===== config.mk =====
export PLATFORM = sky130hd
export DESIGN_NAME = mac_scale_engine
export DESIGN_NICKNAME = d
export VERILOG_FILES = /design/src/rtl/mac_scale_engine.sv
export SDC_FILE = /design/constraint.sdc
export NUM_CORES = 2
export LEC_CHECK = 0
export ABC_CLOCK_PERIOD_IN_PS = 11000
export BUFFER_PORTS_ARGS = -buffer_cell sky130_fd_sc_hd__buf_2
export CORE_MARGIN = 4
export CORE_UTILIZATION = 55
export DETAILED_ROUTE_END_ITERATION = 6
export GPL_TIMING_DRIVEN = 0
export PLACE_DENSITY = 0.72
export SLEW_MARGIN = 0
export SYNTH_ARGS = -nofsm -noshare
export SYNTH_HDL_FRONTEND = slang
export SYNTH_SLANG_ARGS = --single-unit
export TNS_END_PERCENT = 5

===== constraint.sdc =====
create_clock -name clk_i -period 11 [get_ports clk_i]
set_clock_uncertainty 0.1 [all_clocks]
set_input_delay 2.2 -clock clk_i [delete_from_list [all_inputs] [get_ports clk_i]]
set_output_delay 2.2 -clock clk_i [all_outputs]
set_load 0.05 [all_outputs]

===== src/rtl/mac_scale_engine.sv =====
// mac_scale_engine: per-vector accumulation of a*mu with a saturated, fixed-point-scaled result.
// Optional build macro MAC_SCALE_ROUND_EN selects round-half-up instead of floor before the shift.
module mac_scale_engine #(
  parameter int CNT_LEN    = 1024,
  parameter int DATA_WIDTH = 32,
  parameter int FRAC_BITS  = 16,
  parameter int ACC_WIDTH  = 2*DATA_WIDTH + $clog2(CNT_LEN) + 1
) (
  input  logic                         clk_i,
  input  logic                         rst_ni,
  input  logic                         clear_i,
  input  logic                         enable_i,
  input  logic [DATA_WIDTH-1:0]        mu_i,
  input  logic [$clog2(CNT_LEN):0]     len_i,
  input  logic                         a_valid_i,
  output logic                         a_ready_o,
  input  logic [DATA_WIDTH-1:0]        a_data_i,
  output logic                         d_valid_o,
  input  logic                         d_ready_i,
  output logic [DATA_WIDTH-1:0]        d_data_o,
  output logic [$clog2(CNT_LEN):0]     cnt_out_o
);
  localparam int CW = $clog2(CNT_LEN) + 1;
  localparam int PW = 2*DATA_WIDTH;

  typedef enum logic [1:0] {ST_ACC = 2'd0, ST_DRAIN = 2'd1, ST_OUT = 2'd2} state_t;

  state_t                      state_r, state_nxt_s;
  logic signed [PW-1:0]        prod_r, prod_s;
  logic                        p1_valid_r;
  logic signed [ACC_WIDTH-1:0] acc_r, acc_sum_s, acc_rnd_s, acc_shift_s;
  logic [CW-1:0]               cnt_r, cnt_inc_s;
  logic                        d_valid_r;
  logic [DATA_WIDTH-1:0]       d_data_r;
  logic                        a_ready_s, a_fire_s, d_fire_s;

  function automatic logic [DATA_WIDTH-1:0] sat_fn(input logic signed [ACC_WIDTH-1:0] v);
    logic [ACC_WIDTH-DATA_WIDTH:0] upper;
    upper = v[ACC_WIDTH-1:DATA_WIDTH-1];
    if ((&upper) || !(|upper)) sat_fn = v[DATA_WIDTH-1:0];
    else if (v[ACC_WIDTH-1])   sat_fn = {1'b1, {(DATA_WIDTH-1){1'b0}}};
    else                       sat_fn = {1'b0, {(DATA_WIDTH-1){1'b1}}};
  endfunction

  // Handshake qualification and next-state selection.
  always_comb begin
    a_ready_s   = 1'b0;
    state_nxt_s = state_r;
    cnt_inc_s   = cnt_r + CW'(1);
    if (rst_ni && enable_i && !clear_i && (state_r == ST_ACC) && (len_i != {CW{1'b0}}))
      a_ready_s = 1'b1;
    else
      a_ready_s = 1'b0;
    a_fire_s = a_ready_s & a_valid_i;
    d_fire_s = d_valid_r & d_ready_i & enable_i & ~clear_i;
    case (state_r)
      ST_ACC:   if (a_fire_s && (cnt_inc_s == len_i)) state_nxt_s = ST_DRAIN;
                else                                  state_nxt_s = ST_ACC;
      ST_DRAIN: state_nxt_s = ST_OUT;
      ST_OUT:   if (d_fire_s) state_nxt_s = ST_ACC;
                else          state_nxt_s = ST_OUT;
      default:  state_nxt_s = ST_ACC;
    endcase
  end

  // Product, accumulate, optional rounding and scaling shift.
  always_comb begin
    prod_s = $signed(a_data_i) * $signed(mu_i);
    if (p1_valid_r) acc_sum_s = acc_r + {{(ACC_WIDTH-PW){prod_r[PW-1]}}, prod_r};
    else            acc_sum_s = acc_r;
`ifdef MAC_SCALE_ROUND_EN
    acc_rnd_s = acc_sum_s + {{(ACC_WIDTH-FRAC_BITS){1'b0}}, 1'b1, {(FRAC_BITS-1){1'b0}}};
`else
    acc_rnd_s = acc_sum_s;
`endif
    acc_shift_s = acc_rnd_s >>> FRAC_BITS;
  end

  // State register; clear forces a fresh vector, disable freezes.
  always_ff @(posedge clk_i or negedge rst_ni) begin
    if (!rst_ni)       state_r <= ST_ACC;
    else if (clear_i)  state_r <= ST_ACC;
    else if (enable_i) state_r <= state_nxt_s;
    else               state_r <= state_r;
  end

  // Stage-1 product pipe, accumulator, element count and output register.
  always_ff @(posedge clk_i or negedge rst_ni) begin
    if (!rst_ni) begin
      prod_r     <= {PW{1'b0}};
      p1_valid_r <= 1'b0;
      acc_r      <= {ACC_WIDTH{1'b0}};
      cnt_r      <= {CW{1'b0}};
      d_valid_r  <= 1'b0;
      d_data_r   <= {DATA_WIDTH{1'b0}};
    end else if (clear_i) begin
      p1_valid_r <= 1'b0;
      acc_r      <= {ACC_WIDTH{1'b0}};
      cnt_r      <= {CW{1'b0}};
      d_valid_r  <= 1'b0;
    end else if (enable_i) begin
      p1_valid_r <= a_fire_s;
      if (a_fire_s) begin
        prod_r <= prod_s;
        cnt_r  <= cnt_inc_s;
      end
      if (d_fire_s) begin
        acc_r     <= {ACC_WIDTH{1'b0}};
        cnt_r     <= {CW{1'b0}};
        d_valid_r <= 1'b0;
      end else begin
        acc_r <= acc_sum_s;
      end
      // DRAIN folds in the last product and publishes the scaled result in one step.
      if (state_r == ST_DRAIN) begin
        d_valid_r <= 1'b1;
        d_data_r  <= sat_fn(acc_shift_s);
      end
    end
  end

  assign a_ready_o = a_ready_s;
  assign d_valid_o = d_valid_r;
  assign d_data_o  = d_data_r;
  assign cnt_out_o = cnt_r;
endmodule

==> run_results.csv <==
group,metric,value,unit
clock_network,htree_num_levels,4,
worst_hold_path,hp-class,"reg2reg",
yosys,yosysWarnings,0,
sta,slew_violations,0,
yosys,synth_ff_type,"dfrtp_1",
sta,timing.final.ws_setup,0.1025,ns
placement,place_hpwl,142400,um
yosys,ys_types,98,
yosys,yosys-top-cells-count,"1083 x fa_1, 978 x inv_1, 796 x nand2_1",
status,status,"finished, final reports clean",
yosys,async_reset_ff_frac,1.000,
clock_network,path_clk_slew,0.07,ns
detailed_routing,wl,171400,um
sta,timing.fmax,0.09176,GHz
detailed_routing,drcViolationCount,0,
worst_setup_path,endpoint_kind,"flip-flop",
clock_network,clkLatencyLatePin,0.47,ns
clock_network,hold_buffers,0,
detailed_routing,routed-wl-met2,73140,um
detailed_routing,wire_per_inst,25.37,um
clock_network,numCtsBuffers,17,
clock_network,clockBufferDepth,2,
global_route,grt_usage,0.3697,
placement,pre_cts_ws,-0.3729,ns
floorplanning,num_rows,109,
clock_network,cts.repair.resized,0,
clock_network,cts-root-buf,"clkbuf_16",
yosys,ys_ff_latch,186,
floorplanning,die-height,307.6,um
floorplanning,die_area,94600,um2
yosys,syn-num-nets,6852,
detailed_routing,vias,40040,
worst_setup_path,path_class,"in2reg",
yosys,yosysSeqAreaShare,0.09430,
floorplanning,io_pins,126,
detailed_routing,routed.top_layer,"met5",
placement,post-place-cells,6718,
yosys,yosysTopAreaCell,"fa_1",
global_route,grt_pass1_wl,259100,um
clock_network,cts_sinks,186,
worst_setup_path,worstPathArrival,11.13,ns
sta,period_needed,10.90,ns
yosys,yosysMostFrequentCell,"fa_1",
detailed_routing,ant_nets,0,
global_route,grt_max_degree,104,
run,drv_cap,0,
sta,hold_viol_final,0,
yosys,syn-cell-area,49360,um2
clock_network,cts_setup_buffers,0,
clock_network,cts_tree,"done",
sta,timing.final.crit_share,0.9907,
sta,slew-limit-headroom,0.2038,
finish,fin_nets,6995,
finish,fill_cells,7850,
global_route,grt_overflow_total,0,
yosys,postSynthCellCount,5429,
sta,finalSetupViolCount,0,
yosys,yosys.area.top_type_share,0.4393,
floorplanning,core,88650,um2
detailed_routing,met1Wirelength,65260,um
yosys,synth_edf_count,0,
placement,io_buffers,123,
yosys,synth_area_per_cell,9.092,um2
worst_setup_path,crit_fanout,10,
global_route,grt_antenna_before_repair,11,
finish,drive_gt1_frac,0.04781,
yosys,synth_top_cells_by_area,"fa_1 44%, dfrtp_1 9.4%, inv_1 7.4%, ha_1 6.6%, and2_1 6.5%",
global_route,grt_pass1_vias,41630,
detailed_routing,firstDrtPassIters,6,
worst_setup_path,startpoint_type,"primary input",
detailed_routing,dr_wl_met3,21880,um
floorplanning,die_x,307.6,um
placement,gp_congestion,1.054,
sta,worstMarginPinSlew,1.190,ns
finish,fin_cells,6755,
worst_setup_path,required,11.23,ns
detailed_routing,drtIter0Drc,4244,
floorplanning,start_util,0.5568,
finish,area_delta_synth_final,5.524,%
sta,rsz0062_at_grt,"yes",
detailed_routing,via_per_inst,5.928,
cells by family (layout without fill, tap and decap cells):
group / count (synthesis) / in the layout / share of synthesized area
multiplexers: 34 / 34 / 0.006996
XOR/XNOR: 149 / 149 / 0.02644
adder cells (fa/ha/maj): 1342 / 1342 / 0.5049
flip-flops: 186 / 186 / 0.09430
other: 0 / 5 / 0
buffers and inverters: 1275 / 1431 / 0.1005
AND/OR/NAND/NOR: 1708 / 1708 / 0.1691
AO/OA/AOI/OAI: 735 / 735 / 0.09775
placed cells by master (no fill, tap or decap), drive strengths merged, types with 30 or more instances in the layout:
cell type	Yosys	layout
xor2	55	55
nand2	796	796
o21ai	216	216
inv	978	987
xnor2	94	94
nand3	40	40
dfrtp	186	186
a21oi	194	194
nand4	53	53
a22o	33	33
o211ai	50	50
clkbuf	274	290
a21o	72	72
buf	19	143
ha	259	259
and2	515	515
fa	1083	1083
nor3	38	38
nor2	144	144
mux2i	30	30
per-stage QoR:
stage	setup TNS (ns)	area, um2	hold WS (ns)	utilization
2_1_floorplan	0	49360	0.3453	-
3_3_place_gp	-2.400	51430	0.3600	0.5802
3_5_place_dp	-2.153	51470	0.3659	0.5806
4_1_cts	0	52050	0.3845	0.5871
5_1_grt	-0.1576	52080	0.4196	0.5875
6_report	0	52090	0.3803	0.5876
critical path, stage by stage:
cell and delay, ns:
buf_2 0.33, buf_1 0.80, and2_1 0.28, fa_1 0.41, inv_1 0.09, fa_1 0.50
fa_1 0.54, fa_1 0.51, inv_1 0.05, fa_1 0.55, fa_1 0.43, fa_1 0.48
fa_1 0.65, ha_1 0.29, clkbuf_1 0.21, a21o_1 0.21, a21o_1 0.17, a21oi_1 0.22
o21ai_0 0.13, a221oi_1 0.52, a211oi_1 0.24, nor3_1 0.36, o31ai_1 0.16, and3_1 0.23
a211oi_1 0.28, xor2_1 0.17, o21ai_0 0.10
state kept, by name, indices dropped and copies added, names as in the netlist:
name,count
acc_r,75
cnt_out_o,11
d_data_o,32
d_valid_o,1
p1_valid_r,1
prod_r,64
state_r,2
path summary, 6_finish.rpt:
| check | from | to | slack (ns) | cells after the start |
|---|---|---|---|---|
| min in group asynchronous | rst_ni | acc_r[10] | 1.58 | 1 |
| max in group asynchronous | rst_ni | cnt_out_o[4] | 8.28 | 2 |
| setup reg to reg | prod_r[0] | d_data_o[0] | 5.35 | 14 |
| hold reg to reg | prod_r[0] | prod_r[0] | 0.38 | 2 |
| hold / removal | prod_r[0] | prod_r[0] | 0.38 | 2 |
| setup / recovery | a_data_i[15] | prod_r[61] | 0.10 | 27 |
final cells by class:
| class | instances | area [um2] | area share |
|---|---|---|---|
| multi-input cells | 3968 | 39750 | 0.7631 |
| flip-flops and latches | 186 | 4654 | 0.08936 |
| inverters | 978 | 3671 | 0.07048 |
| well taps | 1165 | 1458 | 0.02799 |
| plain buffers | 297 | 1313 | 0.02520 |
| repair buffers | 124 | 653.1 | 0.01254 |
| clock buffers | 17 | 425.4 | 0.008168 |
| clock inverters | 15 | 150.1 | 0.002883 |
| diodes | 5 | 12.51 | 0.0002402 |
routing by layer:
layer / vias up / global-route usage
li1: 17040 / -
met1: 19980 / 0.4925
met3: 527 / 0.1082
met4: 2 / 0.1770
met5: - / 0
met2: 2492 / 0.5605
Power is left out: the tool's default activity adds up to more than one toggle a clock period on the data nets, which glitch-free logic cannot reach.
